[src/rtl/wb_slave_bridge.sv]
// Wishbone classic slave: NUM_REGS control registers followed by an SRAM window.
// Optional macro WB_SLAVE_TIMEOUT_EN bounds the wait for mem_opdone to TIMEOUT cycles.
module wb_slave_bridge #(
   parameter logic [31:0] ADDR_OFFSET = 32'h3000_0000,
   parameter int          NUM_REGS    = 4,
   parameter int          MEM_AW      = 8,
   parameter int          TIMEOUT     = 16
) (
   input  logic                     clk,
   input  logic                     reset,
   input  logic                     wb_cyc_i,
   input  logic                     wb_stb_i,
   input  logic                     wb_we_i,
   input  logic [3:0]               wb_sel_i,
   input  logic [31:0]              wb_adr_i,
   input  logic [31:0]              wb_dat_i,
   output logic                     wb_ack_o,
   output logic                     wb_err_o,
   output logic [31:0]              wb_dat_o,
   output logic [1:0]               mem_op,
   output logic [MEM_AW-1:0]        mem_addr,
   output logic [31:0]              mem_wdata,
   output logic [3:0]               mem_sel,
   input  logic [31:0]              mem_rdata,
   input  logic                     mem_opdone,
   input  logic                     finished,
   output logic [NUM_REGS*32-1:0]   regs_o
);

   localparam int          RIW          = (NUM_REGS > 1) ? $clog2(NUM_REGS) : 1;
   localparam logic [31:0] LP_WIN_WORDS = 32'(NUM_REGS) + (32'd1 << MEM_AW);
   localparam logic [1:0]  OP_NONE      = 2'b00;
   localparam logic [1:0]  OP_RD        = 2'b01;
   localparam logic [1:0]  OP_WR        = 2'b11;

   typedef enum logic [2:0] {
      S_IDLE     = 3'd0,
      S_DECODE   = 3'd1,
      S_MEM_WAIT = 3'd2,
      S_ACK      = 3'd3,
      S_ERR      = 3'd4
   } state_t;

   if ((NUM_REGS < 2) || (NUM_REGS > 8) || (TIMEOUT < 2) || (TIMEOUT > 255)) begin : g_param_range
      $error("wb_slave_bridge: NUM_REGS or TIMEOUT out of range");
   end

   state_t         r_state;
   state_t         w_next;
   logic [31:0]    r_adr;
   logic [31:0]    r_dat;
   logic [3:0]     r_sel;
   logic           r_we;
   logic [31:0]    r_regs [NUM_REGS];

   logic [31:0]    w_off;
   logic [31:0]    w_idx;
   logic           w_bad;
   logic           w_is_reg;
   logic [RIW-1:0] w_reg_sel;
   logic [31:0]    w_lane_mask;
   logic           w_start;
   logic           w_reg_wr;
   logic           w_reg_rd;
   logic           w_mem_start;
   logic           w_mem_done;
   logic           w_mem_abort;

`ifdef WB_SLAVE_TIMEOUT_EN
   localparam logic [7:0] LP_TMO_LAST = 8'(TIMEOUT - 1);
   logic [7:0]     r_tmo;

   // Cycles spent in MEM_WAIT; restarted whenever a memory operation is issued.
   always_ff @(posedge clk) begin
      if (reset) begin
         r_tmo <= 8'd0;
      end else if (w_mem_start) begin
         r_tmo <= 8'd0;
      end else if (r_state == S_MEM_WAIT) begin
         r_tmo <= r_tmo + 8'd1;
      end else begin
         r_tmo <= r_tmo;
      end
   end
`endif

   // Window offset is modulo 2^32, so addresses below ADDR_OFFSET wrap high and fail.
   assign w_off       = r_adr - ADDR_OFFSET;
   assign w_idx       = {2'b00, w_off[31:2]};
   assign w_bad       = (w_off[1:0] != 2'b00) || (w_idx >= LP_WIN_WORDS);
   assign w_is_reg    = (w_idx < 32'(NUM_REGS));
   assign w_reg_sel   = w_idx[RIW-1:0];
   assign w_lane_mask = {{8{r_sel[3]}}, {8{r_sel[2]}}, {8{r_sel[1]}}, {8{r_sel[0]}}};

   for (genvar k = 0; k < NUM_REGS; k++) begin : g_regs_o
      assign regs_o[32*k +: 32] = r_regs[k];
   end

   // State register.
   always_ff @(posedge clk) begin
      if (reset) begin
         r_state <= S_IDLE;
      end else begin
         r_state <= w_next;
      end
   end

   // Next-state decode.
   always_comb begin
      w_next = r_state;
      case (r_state)
         S_IDLE: begin
            if (w_start) w_next = S_DECODE;
            else         w_next = S_IDLE;
         end
         S_DECODE: begin
            if (w_bad)         w_next = S_ERR;
            else if (w_is_reg) w_next = S_ACK;
            else               w_next = S_MEM_WAIT;
         end
         S_MEM_WAIT: begin
            if (mem_opdone)       w_next = S_ACK;
            else if (w_mem_abort) w_next = S_ERR;
            else                  w_next = S_MEM_WAIT;
         end
         S_ACK:   w_next = S_IDLE;
         S_ERR:   w_next = S_IDLE;
         default: w_next = S_IDLE;
      endcase
   end

   // Per-state action strobes consumed by the datapath registers.
   always_comb begin
      w_start     = 1'b0;
      w_reg_wr    = 1'b0;
      w_reg_rd    = 1'b0;
      w_mem_start = 1'b0;
      w_mem_done  = 1'b0;
      w_mem_abort = 1'b0;
      case (r_state)
         S_IDLE: begin
            w_start = wb_cyc_i & wb_stb_i & ~wb_ack_o & ~wb_err_o;
         end
         S_DECODE: begin
            if (!w_bad && w_is_reg) begin
               w_reg_wr = r_we;
               w_reg_rd = ~r_we;
            end else begin
               w_mem_start = ~w_bad;
            end
         end
         S_MEM_WAIT: begin
            w_mem_done = mem_opdone;
`ifdef WB_SLAVE_TIMEOUT_EN
            w_mem_abort = ~mem_opdone & (r_tmo == LP_TMO_LAST);
`endif
         end
         default: begin
            w_start = 1'b0;
         end
      endcase
   end

   // Request latch, bus responses, SRAM command and control registers.
   always_ff @(posedge clk) begin
      if (reset) begin
         r_adr     <= 32'h0;
         r_dat     <= 32'h0;
         r_sel     <= 4'h0;
         r_we      <= 1'b0;
         wb_ack_o  <= 1'b0;
         wb_err_o  <= 1'b0;
         wb_dat_o  <= 32'h0;
         mem_op    <= OP_NONE;
         mem_addr  <= '0;
         mem_wdata <= 32'h0;
         mem_sel   <= 4'h0;
         for (int k = 0; k < NUM_REGS; k++) begin
            r_regs[k] <= 32'h0;
         end
      end else begin
         wb_ack_o <= (r_state == S_ACK);
         wb_err_o <= (r_state == S_ERR);

         if (w_start) begin
            r_adr <= wb_adr_i;
            r_dat <= wb_dat_i;
            r_sel <= wb_sel_i;
            r_we  <= wb_we_i;
         end

         if (r_state == S_DECODE) begin
            wb_dat_o <= w_reg_rd ? r_regs[w_reg_sel] : 32'h0;
         end else if (w_mem_done && !r_we) begin
            wb_dat_o <= mem_rdata;
         end

         if (w_mem_start) begin
            mem_op    <= r_we ? OP_WR : OP_RD;
            mem_addr  <= MEM_AW'(w_idx - 32'(NUM_REGS));
            mem_wdata <= r_dat;
            mem_sel   <= r_sel;
         end else if (w_mem_done || w_mem_abort) begin
            mem_op <= OP_NONE;
         end

         // A bus write to the status register takes priority over the finished clear.
         for (int k = 0; k < NUM_REGS; k++) begin
            if (w_reg_wr && (w_idx == 32'(k))) begin
               r_regs[k] <= (r_regs[k] & ~w_lane_mask) | (r_dat & w_lane_mask);
            end else if ((k == 1) && finished) begin
               r_regs[k] <= 32'h0;
            end
         end
      end
   end

endmodule

[config.mk]
export PLATFORM = sky130hd
export DESIGN_NAME = wb_slave_bridge
export DESIGN_NICKNAME = d
export VERILOG_FILES = /design/src/rtl/wb_slave_bridge.sv
export SDC_FILE = /design/constraint.sdc
export NUM_CORES = 1
export LEC_CHECK = 0
export ABC_AREA = 1
export CORE_UTILIZATION = 30
export DETAILED_ROUTE_END_ITERATION = 16
export GPL_ROUTABILITY_DRIVEN = 0
export GPL_TIMING_DRIVEN = 0
export PLACE_DENSITY = 0.52
export SLEW_MARGIN = 5
export SYNTH_ARGS = -nofsm -noshare
export SYNTH_HDL_FRONTEND = slang
export SYNTH_SLANG_ARGS = --single-unit
[constraint.sdc]
create_clock -name clk -period 8.9 [get_ports clk]
set_clock_uncertainty 0.15 [all_clocks]
set_input_delay 1.78 -clock clk [delete_from_list [all_inputs] [get_ports clk]]
set_output_delay 1.78 -clock clk [all_outputs]
set_load 0.005 [all_outputs]
---- After elaboration in Yosys (flattened, before gate mapping) ----
Memory sizes are Yosys's and may differ from the RTL's.
Index checks and enable logic that the tools add are counted.
operators by class
  eq/ne operators ......................... 7
  add/sub/neg operators ................... 2
  muxes and demuxes ....................... 42
  reductions and logical operators ........ 14
  bitwise gates (word level) .............. 22
  magnitude comparators ................... 2
operators with widths
  cell                      number
  $mux W32                  8
  $and A32 B32 Y32          5
  $or A32 B32 Y32           4
  $eq A30 B2 Y1 const B     2
  $logic_not A32 Y1         1
  $not A32 Y32              1
  $sub A32 B30 Y32 const B  1
  $eq A30 B1 Y1 const B     1
  $ge A30 B9 Y1 const B     1
  $lt A30 B3 Y1 const B     1
  $mux W1                   29
  $pmux W3 S3               1
  $sub A8 B3 Y8 const B     1
  $eq A3 B2 Y1 const B      2
  $logic_and A1 B1 Y1       6
  $mux W2                   3
  $reduce_bool A2 Y1        3
  $or A1 B1 Y1              5
  $not A1 Y1                4
  $and A1 B1 Y1             3
  $eq A3 B1 Y1 const B      1
  $eq A3 B3 Y1 const B      1
  $logic_not A3 Y1          1
  $mux W3                   1
  2 further kinds           3
word-level totals
  register bits ........................... 152
  word-level logic and storage cells ...... 102
  RAM bits ................................ 128
  memories ................................ 1
  input bits .............................. 107
memories
  memory  depth  width  read ports  clocked after memory_dff  wr ports  RTL line  source
  r_regs  4      32     5           0                         4         54        logic [31:0] r_regs [NUM_REGS];

---- Longest topological paths before layout ----
Gate-level depths: netlist of run 1.
  word-level depth ........................ 13
  depth in mapped cells ................... 12

---- Worst setup path before layout of run 1 ----
OpenSTA, ideal clock, no wires.
  path type ............................... input to register
  start point ............................. input port reset
  end point ............................... memory r_regs[0][0], enable pin
  data arrival time ....................... 3262 ps
  required time ........................... 8361 ps
  stages on the path ...................... 4
  slack ................................... 5098 ps
  cells stage by stage .................... clkinv_1 -> clkbuf_1 -> clkbuf_1 -> nand2_1
RTL lines
  element          RTL line  source
  start, declared  10        input logic reset,
  end, declared    54

==> out/qor.txt, run 1 <==
run status: finished clean
die area: 41,900 µm²
Slew Limit Fails: 0
Yosys top cell by area: edfxtp_1
Die Y-Extent: 205 µm
asr flop ratio synth: 0%
Tmin final: 4840 ps
Critical Path RT: 9020 ps
grt total ovfl: 0
Clock transition at path regs: 60 ps
mapped cell area: 12,300 µm²
CP max stage cell: clkinv_1
fill cell count: 3,982
max-cap viol count: 0
Synth Net Count: 1,519
Ys Warns: 0
post-place setup slack: 3400 ps
CP Cell Sequence: clkdlybuf4s50_1, clkinv_1, clkbuf_1, clkbuf_1, nand2_2, buf_12
Ports: 315
hold path start: r_adr[30]
CTS tree: done
Final HPWL DP: 35,500 µm
vias: 11,400
Max H-tree Level: 1
vias in the first global route: 11,200
synth cell count leaders: nor2_1 (277), a21oi_1 (183), o21ai_0 (170)
CP startpoint: reset
Setup TNS: 0 ps
most used cell, CP: clkbuf_1
GRT Total Usage: 22.8%
Max VDD drop: 0.000136 V
layout cells sized above 1: 9.70%
syn_area_per_cell: 8.75 µm²
most numerous cell in the Yosys netlist: nor2_1
largest net degree at the start of global routing: 21
power density over the cells: 180 nW/µm²
total power: 0.00312 W
IO Port Bufs: 314
DR pass1 iterations: 5
first-pass GRT wire length: 70,900 µm
Final setup violation count: 0
RSZ-0062 raised after global routing: false
post-layout util: 43.1%
Max clock buf depth: 3
post-CTS sizing: 0
drt drc: 0
clk sink count: 280
worst slew pin tran: 1020 ps
min-delay worst type: reg2reg
Placement Rows: 73
worst reg2reg startpoint: r_adr[4]
max_slew headroom: 31.9%
CP peak stage delay: 730 ps
Final Cycle Share: 54.4%
WL per Instance: 20.9 µm
Clock Latency Late Sink: 580 ps
effective utilization at floorplan: 30.8%
Fin. Hold Viols: 0
final hold slack: 303 ps
final wirelength: 48,200 µm
clk root buf: clkbuf_16
Setup WS post-layout: 4060 ps
setup bufs post-CTS: 0
Die X: 205 µm
CTS Hold Buffers Added: 0
DRT iter0 DRCs: 736
# nets final: 1,870
number of synthesized flops with an enable pin: 128
CP max FO: 17
drt via density: 4.96
Post-Syn Instances: 1,409
Leak: 6.61 nW
Layout area overhead: 40.1%
Peak Freq: 207 MHz
post-synth cell types: 35
Worst Setup Path Type: in2reg
delay-heaviest family, CP: buffers and inverters
number of CTS-inserted buffers: 31
antenna viol nets, final: 0
CP bufs+invs: 5
Critical Path Start Type: input port
sequential area share after synthesis: 55.8%
Worst Setup End Kind: flop
CP arrival: 4960 ps
initial antenna violation count: 3
Synth area leaders: edfxtp_1 (31%), dfxtp_1 (25%), nor2_1 (8.4%)
Top FF cell, synth: dfxtp_1
flops & latches, synth: 280
Core ar.: 40,100 µm²
top cell type's share of synthesized area: 31.2%
-- final cells by class --
type / count / area, µm² / area share (%)
clock inverters: 21 / 185 / 1.07
clock buffers: 36 / 857 / 4.96
plain buffers: 96 / 479 / 2.77
repair buffers: 318 / 3240 / 18.7
inverters: 67 / 251 / 1.46
diodes: 1 / 2.50 / 0.0145
well taps: 525 / 657 / 3.80
flip-flops and latches: 280 / 6890 / 39.8
multi-input cells: 966 / 4720 / 27.3
-- path summary, 6_finish.rpt --
check	cells after the start	slack, ps	to
setup / recovery	6	4060	r_regs[0][20]
hold / removal	2	300	r_adr[30]
setup reg to reg	11	5500	r_regs[1][20]
hold reg to reg	2	300	r_adr[30]
-- metrics by stage --
stage          area [µm²]  instances
4_1_cts             17300       2309
2_1_floorplan       12300       1409
5_1_grt             17300       2309
3_3_place_gp        16100       2248
3_5_place_dp        16200       2252
6_report            17300       2310
-- layout by cell type (no fill, tap or decap), types with 3 or more instances in the layout --
cell type and instances:
buf_2 14, clkinv_1 4, ha_1 3, nand2_1 127, clkinv_2 13, buf_6 12, a22oi_1 32, a21oi_1 183
inv_1 64, o21ai_0 170, nand2_2 6, dfxtp_1 152, nand4_4 5, nor2_1 277, o21ai_1 6, clkdlybuf4s50_1 314
buf_4 3, nand4_1 33, edfxtp_1 128, clkbuf_1 68, clkbuf_16 33, nand3_1 38, bufinv_16 3, nor2_2 67
-- state kept, by name (all words and copies together), names as in the netlist --
| register | cells |
|---|---|
| wb_ack_o | 1 |
| r_adr | 32 |
| r_regs | 128 |
| r_state | 3 |
| mem_op | 2 |
| r_sel | 4 |
| wb_err_o | 1 |
| mem_addr | 8 |
| mem_wdata | 32 |
| mem_sel | 4 |
| wb_dat_o | 32 |
| r_we | 1 |
| r_dat | 32 |
-- routing by layer --
layer | global-route usage [%] | vias to the layer above | routed length, µm
met5 | 0 | - | 12
met2 | 37.0 | 426 | 22400
met1 | 30.3 | 5441 | 21300
li1 | - | 5518 | -
met3 | 4.34 | 60 | 3430
met4 | 7.12 | 2 | 1120
-- where the power goes --
| part | switching, W | internal [W] |
|---|---|---|
| combinational | 0.000198 | 0.000154 |
| sequential | 0.0000433 | 0.00140 |
| clock | 0.000551 | 0.000772 |
| total | 0.000793 | 0.00232 |
-- cell families (layout without fill, tap and decap cells) --
kind of cell	count (synthesis)	count (layout)	share of synthesized area, %
adders and majority gates	3	3	0.304
buffers and inverters	163	538	5.93
AOI/OAI and AO/OA	392	392	16.6
xor gates and xnor gates	3	3	0.213
and+or+nand+nor	568	568	21.1
other	0	1	0
DFF	280	280	55.8
-- worst register-to-register path: stages, from the launching register on --
cell and delay (ps):
dfxtp_1 310, inv_1 140, ha_1 230, nand2_1 100, nor2_2 130, inv_1 90, nor3_4 660, nand2_1 210
nor2_2 210, nand2_1 100, nand2_2 500, buf_16 250
(Power assumes the default switching activity.)
==> run 2, diff against run 1 <==
clock period = 4.79 ns   (was 8.9 ns; I/O delays follow)
==> results of run 2 <==
Same layout as run 1 (identical final DEF). Status: finished clean.
Main changes from that run: setup slack after placement 3400 ps -> 116 ps; setup slack after layout 4060 ps -> 774 ps; register-to-register setup slack 5500 ps -> 1390 ps; total power 0.00312 W -> 0.00579 W; worst IR drop on VDD 0.000136 V -> 0.000253 V
==> run 3, diff against run 2 <==
clock period = 4.1 ns   (was 4.79 ns; I/O delays follow)
==> results of run 3 <==
Same layout as run 1 (identical final DEF). Status: finished clean.
Main changes from that run: setup slack after placement 3400 ps -> -436 ps; setup slack after layout 4060 ps -> 222 ps; register-to-register setup slack 5500 ps -> 700 ps; total power 0.00312 W -> 0.00676 W; worst IR drop on VDD 0.000136 V -> 0.000295 V
